[config.mk]
export PLATFORM = sky130hd
export DESIGN_NAME = tick_burst_gen
export DESIGN_NICKNAME = d
export VERILOG_FILES = /design/src/rtl/tick_burst_gen.sv
export SDC_FILE = /design/constraint.sdc
export NUM_CORES = 1
export LEC_CHECK = 0
export CORE_MARGIN = 2
export CORE_UTILIZATION = 48
export DETAILED_ROUTE_END_ITERATION = 7
export PLACE_DENSITY_LB_ADDON = 0.12
export SYNTH_ARGS = -nofsm -noshare
export SYNTH_HDL_FRONTEND = slang
export SYNTH_SLANG_ARGS = --single-unit
[constraint.sdc]
create_clock -name clk -period 7.1 [get_ports clk]
set_clock_uncertainty 0.15 [all_clocks]
set_input_delay 1.42 -clock clk [delete_from_list [all_inputs] [get_ports clk]]
set_output_delay 1.42 -clock clk [all_outputs]
set_load 0.1 [all_outputs]
[src/rtl/tick_burst_gen.sv]
// tick_burst_gen: emits a burst of registered single-cycle ticks at a programmed spacing, with start/busy/done/abort control.
// Optional continuous mode (count=0 runs until abort) is enabled by defining TICK_BURST_CONTINUOUS_EN.
module tick_burst_gen #(
  parameter int N = 4,
  parameter int P = 8
) (
  input  logic         clk,
  input  logic         reset,
  input  logic         start,
  input  logic [N-1:0] count,
  input  logic [P-1:0] period,
  input  logic         abort,
  output logic         tick,
  output logic         busy,
  output logic         done,
  output logic [N-1:0] remaining
);
  typedef enum logic [1:0] {IDLE, RUN, FIN} state_t;
`ifdef TICK_BURST_CONTINUOUS_EN
  localparam logic CONT_EN = 1'b1;
`else
  localparam logic CONT_EN = 1'b0;
`endif
  state_t state_q, state_d;
  logic [P-1:0] s_q, s_d, cnt_q, cnt_d;
  logic [N-1:0] rem_q, rem_d;
  logic tick_q, tick_d, busy_q, busy_d, done_q, done_d, cont_q, cont_d;
  always_comb begin
    state_d = state_q;
    s_d     = s_q;
    cnt_d   = cnt_q;
    rem_d   = rem_q;
    cont_d  = cont_q;
    tick_d  = 1'b0;
    busy_d  = 1'b0;
    done_d  = 1'b0;
    case (state_q)
      IDLE: if (start) begin
        s_d   = (period == '0) ? P'(1) : period;
        cnt_d = (period == '0) ? '0 : period - P'(1);
        // count=0 is an empty burst unless continuous mode is built in
        if (count != '0 || CONT_EN) begin
          state_d = RUN;
          tick_d  = 1'b1;
          busy_d  = 1'b1;
          rem_d   = (count == '0) ? '0 : count - N'(1);
          cont_d  = (count == '0);
        end else begin
          state_d = FIN;
          done_d  = 1'b1;
          rem_d   = '0;
          cont_d  = 1'b0;
        end
      end
      RUN: if (abort) begin
        state_d = IDLE;
        rem_d   = '0;
        cont_d  = 1'b0;
      end else if (!cont_q && rem_q == '0) begin
        state_d = FIN;
        done_d  = 1'b1;
      end else begin
        busy_d = 1'b1;
        tick_d = (cnt_q == '0);
        cnt_d  = (cnt_q == '0) ? s_q - P'(1) : cnt_q - P'(1);
        rem_d  = (cnt_q == '0 && !cont_q) ? rem_q - N'(1) : rem_q;
      end
      FIN: state_d = IDLE;
      default: state_d = IDLE;
    endcase
  end
  always_ff @(posedge clk) begin
    if (reset) begin
      state_q <= IDLE;
      s_q     <= '0;
      cnt_q   <= '0;
      rem_q   <= '0;
      cont_q  <= 1'b0;
      tick_q  <= 1'b0;
      busy_q  <= 1'b0;
      done_q  <= 1'b0;
    end else begin
      state_q <= state_d;
      s_q     <= s_d;
      cnt_q   <= cnt_d;
      rem_q   <= rem_d;
      cont_q  <= cont_d;
      tick_q  <= tick_d;
      busy_q  <= busy_d;
      done_q  <= done_d;
    end
  end
  assign tick      = tick_q;
  assign busy      = busy_q;
  assign done      = done_q;
  assign remaining = rem_q;
endmodule

==> impl_summary.log <==
INFO  metric outcome = finished clean
INFO  metric initial_standard_cell_utilization_of_the_core = 50.86%
INFO  metric cell_area_power_density = 207.0 mW/mm^2
INFO  metric dr.pass1.iters = 5
INFO  metric post_route_cells_drive_above_1_share = 5.405%
INFO  metric seqCellArea = 500.5 sq um
INFO  metric timing.critical_path.fanout_max = 6
INFO  metric clkLatencyLatePin = 330 ps
INFO  metric htreeDepth = 1
INFO  metric syn-cell-area = 0.001553 sq mm
INFO  metric cts_buffer_depth = 2
INFO  metric worst_slew_margin_rel = 34.36%
INFO  metric finalSetupViolCount = 0
INFO  metric area_growth = 17.49%
INFO  metric dp.cells = 262
INFO  metric drv_cap = 0
INFO  metric vias = 1,619
INFO  metric grt_antenna_before_repair = 0
INFO  metric timing.critical_path.depth = 1
INFO  metric grt_start_max_net_pins = 26
INFO  metric floorplan.die_area = 0.003706 sq mm
INFO  metric rows = 20
INFO  metric finalNetCount = 243
INFO  metric worst_setup_path_end_kind = output pin
INFO  metric hold_path_class = reg2reg
INFO  metric clkTransAtPathRegs = 140 ps
INFO  metric data_arrival_at_the_endpoint_of_the_critical_path = 1940 ps
INFO  metric yosys.cell_types.count = 46
INFO  metric dieHeight = 60.88 um
INFO  metric placed_area = 0.001797 sq mm
INFO  metric critical_path.max_stage_delay = 1160 ps
INFO  metric drt_wl_total = 4101 um
INFO  metric gp_routability_congestion = 0.9627
INFO  metric path_buf_inv = 1
INFO  metric cts_num_sinks = 25
INFO  metric synthArstFlopShare = 0%
INFO  metric syn_nets = 224
INFO  metric wire_length_of_the_first_global_routing_pass = 6982 um
INFO  metric leakagePower = 0.6548 nW
INFO  metric avgSynthCellArea = 7.611 sq um
INFO  metric maxClockFrequency = 285.1 MHz
INFO  metric layout.cells.most_common = sky130_fd_sc_hd__a21oi_1
INFO  metric stdcell_count = 266
INFO  metric insertedDiodeCount = 0
INFO  metric number_of_global_route_vias_before_repair = 1,543
INFO  metric r2r_setup_slack = 4070 ps
INFO  metric chipWidth = 60.88 um
INFO  metric ys.warnings.count = 0
INFO  metric ys_dominant_reg_cell = sky130_fd_sc_hd__dfxtp_1
INFO  metric layout.cell_area.non_filler = 0.001824 sq mm
INFO  metric cts_hold_buffers = 0
INFO  metric timing.final.hold_violations = 0
INFO  metric multiInputGateArea = 994.7 sq um
INFO  metric layout.filler_cells = 307
INFO  metric worstMarginPinSlew = 981.5 ps
INFO  metric cts_tree = built
INFO  metric remaining_drc_errors = 0
INFO  metric io_buffer_count = 22
INFO  metric hpwl = 3127 um
INFO  metric total_of_flip_flops_plus_latches_after_synthesis = 25
INFO  metric route.antenna.remaining_nets = 0
INFO  metric detail_route.wl_per_cell = 15.42 um
INFO  metric sequential_fraction_of_the_synthesis_area = 32.23%
INFO  metric dr.first_iter.drc_count = 99
INFO  metric ctsResizeCount = 0
INFO  metric core_area = 0.003053 sq mm
INFO  metric worst_path_dominant_cell_family = buffers and inverters
INFO  metric critPathLaunchType = flip-flop
INFO  metric io_pins = 23
INFO  metric cts_made_buffers = 3
INFO  metric setup_repair_after_global_routing_missed_its_margin = false
INFO  metric grt_overflow_total = 0
INFO  metric final_max_slew_viol_count = 0
INFO  metric synth_edf_count = 0
INFO  metric ff2ff_path_depth = 9
INFO  metric globalRouteTotalUtil = 25.00%
INFO  metric number_of_cells_produced_by_synthesis = 204
INFO  metric critPathRequiredTime = 5530 ps
INFO  metric fin_crit_sh = 49.39%
INFO  metric viasPerCell = 6.086
INFO  metric critical_path_class = reg2out
INFO  metric power.ir.vdd_worst = 111.3 uV
INFO  metric path_cells = clkdlybuf4s50_1
INFO  metric layout_common_cells = 26 x sky130_fd_sc_hd__a21oi_1, 25 x sky130_fd_sc_hd__dfxtp_1, 22 x sky130_fd_sc_hd__nor2_1, 22 x sky130_fd_sc_hd__nand2_1, 22 x sky130_fd_sc_hd__clkdlybuf4s50_1
INFO  metric cts_setup_buffers = 0
INFO  metric tns = 0 ps
INFO  metric whs_path_depth = 2
INFO  metric slowest_stage = sky130_fd_sc_hd__clkdlybuf4s50_1
INFO  metric final.min_clock_period = 3507 ps
INFO  metric total_power = 377.5 uW
INFO  metric cts.root.buffer_cell = sky130_fd_sc_hd__clkbuf_4
worst register-to-register path, cell delays in order, from the launching register on:
cell	delay, ps
sky130_fd_sc_hd__dfxtp_1	500
sky130_fd_sc_hd__nor4_1	120
sky130_fd_sc_hd__and2_1	310
sky130_fd_sc_hd__a21oi_1	200
sky130_fd_sc_hd__ha_1	220
sky130_fd_sc_hd__or4b_1	540
sky130_fd_sc_hd__or4_1	440
sky130_fd_sc_hd__nand4_1	110
sky130_fd_sc_hd__o21ai_0	100
sky130_fd_sc_hd__o221a_2	260
stage by stage:
step	utilization [%]	setup WS [ps]	hold slack [ps]
floorplan	-	3968	294.4
global placement	58.85	3370	308.0
detailed placement	58.85	3296	318.5
CTS	59.75	3591	336.7
global route	59.75	3396	377.9
finish	59.75	3593	337.1
state kept, by name, summed over array words and instances (netlist names):
| register | flops |
|---|---|
| remaining | 4 |
| cnt_q | 8 |
| busy | 1 |
| tick | 1 |
| state_q | 2 |
| done | 1 |
| s_q | 8 |
cells in the mapped netlist, types with 3 or more instances:
cell                       count  area share [%]
sky130_fd_sc_hd__a21oi_1      26             8.4
sky130_fd_sc_hd__nor2_1       22             5.3
sky130_fd_sc_hd__nor3_1       19             6.1
sky130_fd_sc_hd__nor4_1        3             1.2
sky130_fd_sc_hd__or3_1         3             1.2
sky130_fd_sc_hd__dfxtp_1      25              32
sky130_fd_sc_hd__xnor2_1       4             2.3
sky130_fd_sc_hd__inv_1         7             1.7
sky130_fd_sc_hd__ha_1          4             3.2
sky130_fd_sc_hd__a211oi_1      7             3.4
sky130_fd_sc_hd__nand2b_1      3             1.2
sky130_fd_sc_hd__clkbuf_1      6             1.5
sky130_fd_sc_hd__xor2_1        4             2.3
sky130_fd_sc_hd__nor3b_1       3             1.5
sky130_fd_sc_hd__nand3_1       3            0.97
sky130_fd_sc_hd__o21ai_0       7             2.3
sky130_fd_sc_hd__nand2_1      22             5.3
kinds of logic (layout without fill, tap and decap cells):
| kind of cell | after synthesis | in the layout | synth area share (%) |
|---|---|---|---|
| flops | 25 | 25 | 32.23 |
| mux | 1 | 1 | 0.6447 |
| fa+ha+maj | 4 | 4 | 3.223 |
| xor+xnor | 8 | 8 | 4.512 |
| simple gates | 94 | 94 | 32.15 |
| compound gates | 57 | 57 | 23.53 |
| buf+inv | 15 | 33 | 3.706 |
cell type report:
class	instances	area share (%)
multi-input cells	164	54.53
flip-flops and latches	25	27.43
repair buffers	22	12.07
well taps	44	3.018
inverters	7	1.440
clock buffers	3	1.235
clock inverters	1	0.2743
per-layer routing:
| metal | up-vias | wire length, um | global-route usage [%] |
|---|---|---|---|
| li1 | 790 | - | - |
| met1 | 745 | 1848 | 33.55 |
| met2 | 73 | 1854 | 40.55 |
| met3 | 11 | 320 | 4.051 |
| met4 | 0 | 77 | 9.006 |
| met5 | - | 0 | 0 |
path summary, 6_finish.rpt:
kind,start,to
setup / recovery,remaining[2],remaining[2]
hold / removal,s_q[7],s_q[7]
hold reg to reg,s_q[7],s_q[7]
setup reg to reg,cnt_q[5],cnt_q[6]
where the power goes:
part,internal [mW],switching [mW]
sequential,0.153,0.0178
combinational,0.0506,0.0895
clock,0.0212,0.0450
(Power assumes the default switching activity.)
